## src/rtl/tl_ul_pkg.sv

```systemverilog
// TL-UL opcodes, payload widths and packed payload layouts shared by the buffer
// and by anything that builds or decodes beats.
package tl_ul_pkg;

  localparam logic [2:0] OP_PUT_FULL        = 3'd0;
  localparam logic [2:0] OP_PUT_PARTIAL     = 3'd1;
  localparam logic [2:0] OP_GET             = 3'd4;
  localparam logic [2:0] OP_ACCESS_ACK      = 3'd0;
  localparam logic [2:0] OP_ACCESS_ACK_DATA = 3'd1;

  localparam int SINK_W = 1;

  function automatic int a_width(input int addr_w, input int data_w,
                                 input int src_w, input int size_w);
    return 3 + 3 + size_w + src_w + addr_w + data_w / 8 + 1 + data_w;
  endfunction

  function automatic int d_width(input int data_w, input int src_w, input int size_w);
    return 3 + 2 + size_w + src_w + SINK_W + 1 + 1 + data_w;
  endfunction

  // Layouts for the default 32-bit address/data, 1-bit source, 2-bit size build.
  typedef struct packed {
    logic [2:0]  opcode;
    logic [2:0]  param;
    logic [1:0]  size;
    logic [0:0]  source;
    logic [31:0] address;
    logic [3:0]  mask;
    logic        corrupt;
    logic [31:0] data;
  } tl_a_t;

  typedef struct packed {
    logic [2:0]        opcode;
    logic [1:0]        param;
    logic [1:0]        size;
    logic [0:0]        source;
    logic [SINK_W-1:0] sink;
    logic              denied;
    logic              corrupt;
    logic [31:0]       data;
  } tl_d_t;

endpackage

```

## src/rtl/tl_ul_queue.sv

```systemverilog
// Ready/valid circular queue with optional pipe (enqueue-when-full) and flow
// (empty bypass) behaviour; DEPTH=0 degenerates to wires.
module tl_ul_queue #(
  parameter int DEPTH = 2,
  parameter int W     = 8,
  parameter int PIPE  = 0,
  parameter int FLOW  = 0,
  localparam int CW   = (DEPTH < 1) ? 1 : $clog2(DEPTH + 1)
) (
  input  logic          clk,
  input  logic          rst_n,
  input  logic          enq_valid,
  output logic          enq_ready,
  input  logic [W-1:0]  enq_bits,
  output logic          deq_valid,
  input  logic          deq_ready,
  output logic [W-1:0]  deq_bits,
  output logic [CW-1:0] count
);

  if (DEPTH == 0) begin : g_wire
    assign enq_ready = deq_ready;
    assign deq_valid = enq_valid;
    assign deq_bits  = enq_bits;
    assign count     = '0;
  end else begin : g_fifo
    localparam int PW = (DEPTH > 1) ? $clog2(DEPTH) : 1;

    logic [W-1:0]  mem [DEPTH];
    logic [PW-1:0] rd_ptr, wr_ptr;
    logic [CW-1:0] cnt;
    logic          empty, full, bypass, do_wr, do_rd;

    function automatic logic [PW-1:0] nxt(input logic [PW-1:0] p);
      return (p == PW'(DEPTH - 1)) ? '0 : p + 1'b1;
    endfunction

    assign empty     = (cnt == '0);
    assign full      = (cnt == CW'(DEPTH));
    assign bypass    = (FLOW != 0) && empty;
    assign enq_ready = !full || ((PIPE != 0) && deq_ready);
    assign deq_valid = !empty || ((FLOW != 0) && enq_valid);
    assign deq_bits  = bypass ? enq_bits : mem[rd_ptr];
    // A bypassed beat that is consumed immediately never touches storage.
    assign do_wr     = enq_valid && enq_ready && !(bypass && deq_ready);
    assign do_rd     = deq_valid && deq_ready && !bypass;
    assign count     = cnt;

    always_ff @(posedge clk or negedge rst_n) begin
      if (!rst_n) begin
        rd_ptr <= '0;
        wr_ptr <= '0;
        cnt    <= '0;
        for (int i = 0; i < DEPTH; i++) mem[i] <= '0;
      end else begin
        if (do_wr) begin
          mem[wr_ptr] <= enq_bits;
          wr_ptr      <= nxt(wr_ptr);
        end
        if (do_rd) rd_ptr <= nxt(rd_ptr);
        if (do_wr && !do_rd)      cnt <= cnt + 1'b1;
        else if (do_rd && !do_wr) cnt <= cnt - 1'b1;
      end
    end
  end

endmodule

```

## src/rtl/tl_ul_buffer_param.sv

```systemverilog
// TL-UL A/D buffer with per-channel queues and an outstanding-request throttle
// that also reports when the whole buffer is quiescent.
module tl_ul_buffer_param
  import tl_ul_pkg::*;
#(
  parameter int ADDR_W  = 32,
  parameter int DATA_W  = 32,
  parameter int SRC_W   = 1,
  parameter int SIZE_W  = 2,
  parameter int A_DEPTH = 2,
  parameter int D_DEPTH = 2,
  parameter int A_PIPE  = 0,
  parameter int D_PIPE  = 0,
  parameter int A_FLOW  = 0,
  parameter int D_FLOW  = 0,
  parameter int MAX_OUT = 4,
  localparam int A_W    = a_width(ADDR_W, DATA_W, SRC_W, SIZE_W),
  localparam int D_W    = d_width(DATA_W, SRC_W, SIZE_W),
  localparam int ACW    = (A_DEPTH < 1) ? 1 : $clog2(A_DEPTH + 1),
  localparam int DCW    = (D_DEPTH < 1) ? 1 : $clog2(D_DEPTH + 1),
  localparam int OW     = $clog2(MAX_OUT + 1)
) (
  input  logic           clk,
  input  logic           rst_n,
  input  logic           a_in_valid,
  output logic           a_in_ready,
  input  logic [A_W-1:0] a_in_bits,
  output logic           a_out_valid,
  input  logic           a_out_ready,
  output logic [A_W-1:0] a_out_bits,
  input  logic           d_in_valid,
  output logic           d_in_ready,
  input  logic [D_W-1:0] d_in_bits,
  output logic           d_out_valid,
  input  logic           d_out_ready,
  output logic [D_W-1:0] d_out_bits,
  output logic [ACW-1:0] a_count,
  output logic [DCW-1:0] d_count,
  output logic [OW-1:0]  outstanding,
  output logic           idle
);

  logic a_enq_ready, thr_ok, a_fire, d_fire;

  // A completing response frees a slot in the same cycle it is returned.
  assign d_fire     = d_out_valid && d_out_ready;
  assign thr_ok     = (outstanding < OW'(MAX_OUT)) || d_fire;
  assign a_in_ready = a_enq_ready && thr_ok;
  assign a_fire     = a_in_valid && a_in_ready;

  tl_ul_queue #(.DEPTH(A_DEPTH), .W(A_W), .PIPE(A_PIPE), .FLOW(A_FLOW)) u_a_queue (
    .clk       (clk),
    .rst_n     (rst_n),
    .enq_valid (a_in_valid && thr_ok),
    .enq_ready (a_enq_ready),
    .enq_bits  (a_in_bits),
    .deq_valid (a_out_valid),
    .deq_ready (a_out_ready),
    .deq_bits  (a_out_bits),
    .count     (a_count)
  );

  tl_ul_queue #(.DEPTH(D_DEPTH), .W(D_W), .PIPE(D_PIPE), .FLOW(D_FLOW)) u_d_queue (
    .clk       (clk),
    .rst_n     (rst_n),
    .enq_valid (d_in_valid),
    .enq_ready (d_in_ready),
    .enq_bits  (d_in_bits),
    .deq_valid (d_out_valid),
    .deq_ready (d_out_ready),
    .deq_bits  (d_out_bits),
    .count     (d_count)
  );

  always_ff @(posedge clk or negedge rst_n) begin
    if (!rst_n) begin
      outstanding <= '0;
    end else if (a_fire && !d_fire) begin
      outstanding <= outstanding + 1'b1;
    end else if (d_fire && !a_fire && (outstanding != '0)) begin
      outstanding <= outstanding - 1'b1;
    end
  end

  always_ff @(posedge clk) begin
    if (rst_n) assert (!(d_fire && (outstanding == '0)))
      else $error("tl_ul_buffer_param: D beat returned with no outstanding request");
  end

  assign idle = (outstanding == '0) && (a_count == '0) && (d_count == '0);

endmodule
```

## config.mk

```make
export PLATFORM = sky130hd
export DESIGN_NAME = tl_ul_buffer_param
export DESIGN_NICKNAME = d
export VERILOG_FILES = /design/src/rtl/tl_ul_pkg.sv /design/src/rtl/tl_ul_queue.sv /design/src/rtl/tl_ul_buffer_param.sv
export SDC_FILE = /design/constraint.sdc
export NUM_CORES = 1
export LEC_CHECK = 0
export CAP_MARGIN = 20
export CORE_ASPECT_RATIO = 0.6
export CORE_MARGIN = 2
export CORE_UTILIZATION = 35
export DETAILED_ROUTE_END_ITERATION = 8
export DONT_BUFFER_PORTS = 1
export PLACE_DENSITY = 0.55
export SLEW_MARGIN = 20
export SYNTH_ARGS = -nofsm -noshare
export SYNTH_HDL_FRONTEND = slang
export SYNTH_SLANG_ARGS = --single-unit
```

## constraint.sdc

```tcl
create_clock -name clk -period 2.35 [get_ports clk]
set_clock_uncertainty 0.1 [all_clocks]
set_input_delay 0.47 -clock clk [delete_from_list [all_inputs] [get_ports clk]]
set_output_delay 0.47 -clock clk [all_outputs]
set_load 0.005 [all_outputs]
```

==> impl_metrics.yaml <==
status:
  status: "finished with violations"
  violations: "hold timing"
global_routing:
  grt_overflow_total: 0
  antenna_found_initial: 0
  grt_pass1_wl_mm: 40.80
  grt_pass1_vias: 7181
  track_usage: 0.1565
  grt_max_degree: 254
power_and_ir_drop:
  p_total_mw: 19.18
  peakVddDrop_mv: 0.5702
  leakage_nw: 5.681
  power_density_nw_per_um2: 1402
place:
  numPortBuffers: 0
  place.gp.congestion: 0.7869
  dpl.hpwl_mm: 17.39
critical_path:
  crit_fanout: 32
  cp-start-kind: "register"
  timing.rr.start: "u_a_queue.count[1]$_DFFE_PN0P_"
  timing.rr.end: "outstanding[2]$_DFFE_PN0P_"
  worstSetupPathType: "reg -> out"
  worstPathRequired_ns: 1.78
  rr_worst_depth: 6
  critPathCaptureType: "output pin"
  r2r_setup_slack_ns: 0.12
  arrival_ns: 1.70
sta:
  drv_slew: 0
  slew-limit-headroom: 0.7418
  tightestPinTransition_ns: 0.3874
  fin_crit_sh: 0.9640
  holdWs_ns: -0.4674
  rsz0062_at_grt: "no"
  setup_viol: 0
  finalCriticalPeriod_ns: 2.265
  tns_ns: 0
  hold_violations: 253
  fmax_ghz: 0.4414
floorplanning:
  fp.dieW_um: 233.1
  design.die.area_um2: 32980
  die_height_um: 141.5
  start_util: 0.3545
  ios: 260
  coreArea_um2: 31090
  num_rows: 50
drt:
  viasPerCell: 4.939
  ant_nets: 0
  drt-pass1-iter-count: 4
  top_layer: "met4"
  routedLengthMet1_mm: 11.28
  routed-wl-met3_mm: 1.256
  wl_mm: 25.81
  route.detailed.drc: 0
  wl_per_cell_um: 20.28
  drtIter0Drc: 225
  vias: 6287
  met2RoutedLength_mm: 12.69
synthesis:
  synth-compound-area-share: 0.008059
  synthMuxAreaShare: 0.3708
  synth_edf_count: 0
  synth_xor_area_frac: 0.008740
  seq_area_frac_synth: 0.5743
  ys_types: 38
  synth_cells: 708
  ys_async_sr_fraction: 1.000
  dominantRegCellSynth: "dfrtp_1"
  synth_top_family_by_area: "multiplexers"
  synth_warnings: 0
  syn-num-nets: 838
  synth_adder_area_share: 0.004086
  netlist_area_um2: 11020
  synth_seq_cells: 253
  yosys.area_share.simple: 0.01351
  syn-mean-instance-area_um2: 15.57
finish:
  area_delta_synth_final_pct: 24.06
  final_nets: 970
  num_antenna_cells: 0
  drive_gt1_frac: 0.4621
cts:
  cts_buffers: 26
  cts_tree: "done"
  clk_pin_slew_ns: 0.06
  cts_root_buf: "clkbuf_16"
  h-tree-depth: 1
  worstSkewPairLatency_ns: 0.53
  cts_buffer_depth: 3
  cts.sinks: 253
  postCtsHoldBufs: 121
run:
  cap_violations: 0
hold_path:
  hp-class: "in -> async"
[cells by family after synthesis]
group / Yosys count
mux: 363
flops: 253
buf+inv: 42
simple gates: 23
compound gates: 13
xor+xnor: 11
fa+ha+maj: 3
[worst max-delay path by stage]
| stage | startpoint | end | slack, ns | cells past startpoint |
|---|---|---|---|---|
| after floorplan | u_d_queue.count[0]$_DFFE_PN0P_ | outstanding[2]$_DFFE_PN0P_ | 0.01 | 7 |
| after global placement | d_out_ready | outstanding[2]$_DFFE_PN0P_ | 0.19 | 6 |
| after detailed placement | u_a_queue.count[1]$_DFFE_PN0P_ | outstanding[2]$_DFFE_PN0P_ | 0.15 | 6 |
| after CTS | outstanding[2]$_DFFE_PN0P_ | idle | 0.02 | 3 |
| after global routing | u_d_queue.count[1]$_DFFE_PN0P_ | a_in_ready | 0.01 | 4 |
| final | u_a_queue.g_fifo.rd_ptr$_DFFE_PN0P_ | a_out_bits[70] | 0.08 | 2 |
[stage by stage]
stage / std cells / utilization / hold slack (ns) / setup WS [ns] / area, um^2
after floorplan: 708 / - / 0.07441 / 0.01167 / 11030
after global placement: 1105 / 0.3744 / 0.07939 / 0.1854 / 11640
after detailed placement: 1105 / 0.3744 / 0.07872 / 0.1501 / 11640
after CTS: 1273 / 0.4397 / -0.5123 / 0.02031 / 13670
after global routing: 1273 / 0.4398 / -0.5016 / 0.01072 / 13680
final: 1273 / 0.4398 / -0.4674 / 0.08460 / 13680
[sequential cells by signal, summed over array words and instances (netlist names), 2 cells and up]
name                  flops
outstanding               3
u_a_queue.count           2
u_a_queue.g_fifo.mem    156
u_d_queue.count           2
u_d_queue.g_fifo.mem     86
[layout by cell type (no fill, tap or decap), types with 2 or more instances in the layout]
cell type / instances
clkbuf_1: 9
or3_1: 2
mux2_2: 323
ha_1: 2
buf_4: 12
o221a_2: 2
buf_12: 11
dlygate4sd3_1: 121
dfrtp_1: 252
mux2_1: 40
xnor2_1: 6
xor2_1: 5
clkbuf_8: 5
nor2_1: 2
o21ai_0: 3
nand2_1: 3
inv_1: 2
or2_2: 3
clkbuf_16: 27
a21oi_1: 2
clkinv_2: 3
[layout make-up]
| class | instances | area, um^2 |
|---|---|---|
| Clock buffer | 41 | 778.2 |
| Clock inverter | 4 | 23.77 |
| Fill cell | 2726 | 17420 |
| Inverter | 2 | 7.507 |
| Multi-Input combinational cell | 413 | 4489 |
| Sequential cell | 253 | 6335 |
| Tap cell | 416 | 520.5 |
| Timing Repair Buffer | 144 | 1521 |
[per-layer routing]
layer | GRT usage | up-vias
met5 | 0 | -
met1 | 0.2014 | 3314
met4 | 0.04157 | 0
met3 | 0.03959 | 41
li1 | - | 2807
met2 | 0.2633 | 125
[critical path: stages (launching register included)]
cell and delay [ns]:
dfrtp_4 0.48, buf_12 0.22, mux2_2 0.41
[report_power, final]
group / total [mW] / switching (mW) / internal, mW
clock: 3.92 / 1.67 / 2.26
sequential: 7.80 / 1.18 / 6.62
combinational: 7.45 / 3.21 / 4.24
[Yosys cell counts, types with 3 or more instances]
master | instances | area share
mux2_2 | 323 | 0.33
dfrtp_1 | 253 | 0.57
mux2_1 | 40 | 0.041
buf_2 | 21 | 0.0095
clkbuf_1 | 8 | 0.0027
xnor2_1 | 6 | 0.0048
buf_1 | 5 | 0.0017
buf_6 | 5 | 0.0051
xor2_1 | 5 | 0.0040
nand2_1 | 3 | 0.0010
o21ai_0 | 3 | 0.0014
or2_2 | 3 | 0.0017
[what timing repair did]
action                                 CTS  global route
buffers inserted                         2             0
setup endpoints to repair               63             1
endpoints found under the hold margin  495           253
gates resized for setup                  0             1
pin swaps                                0             0
(Power assumes the default switching activity.)
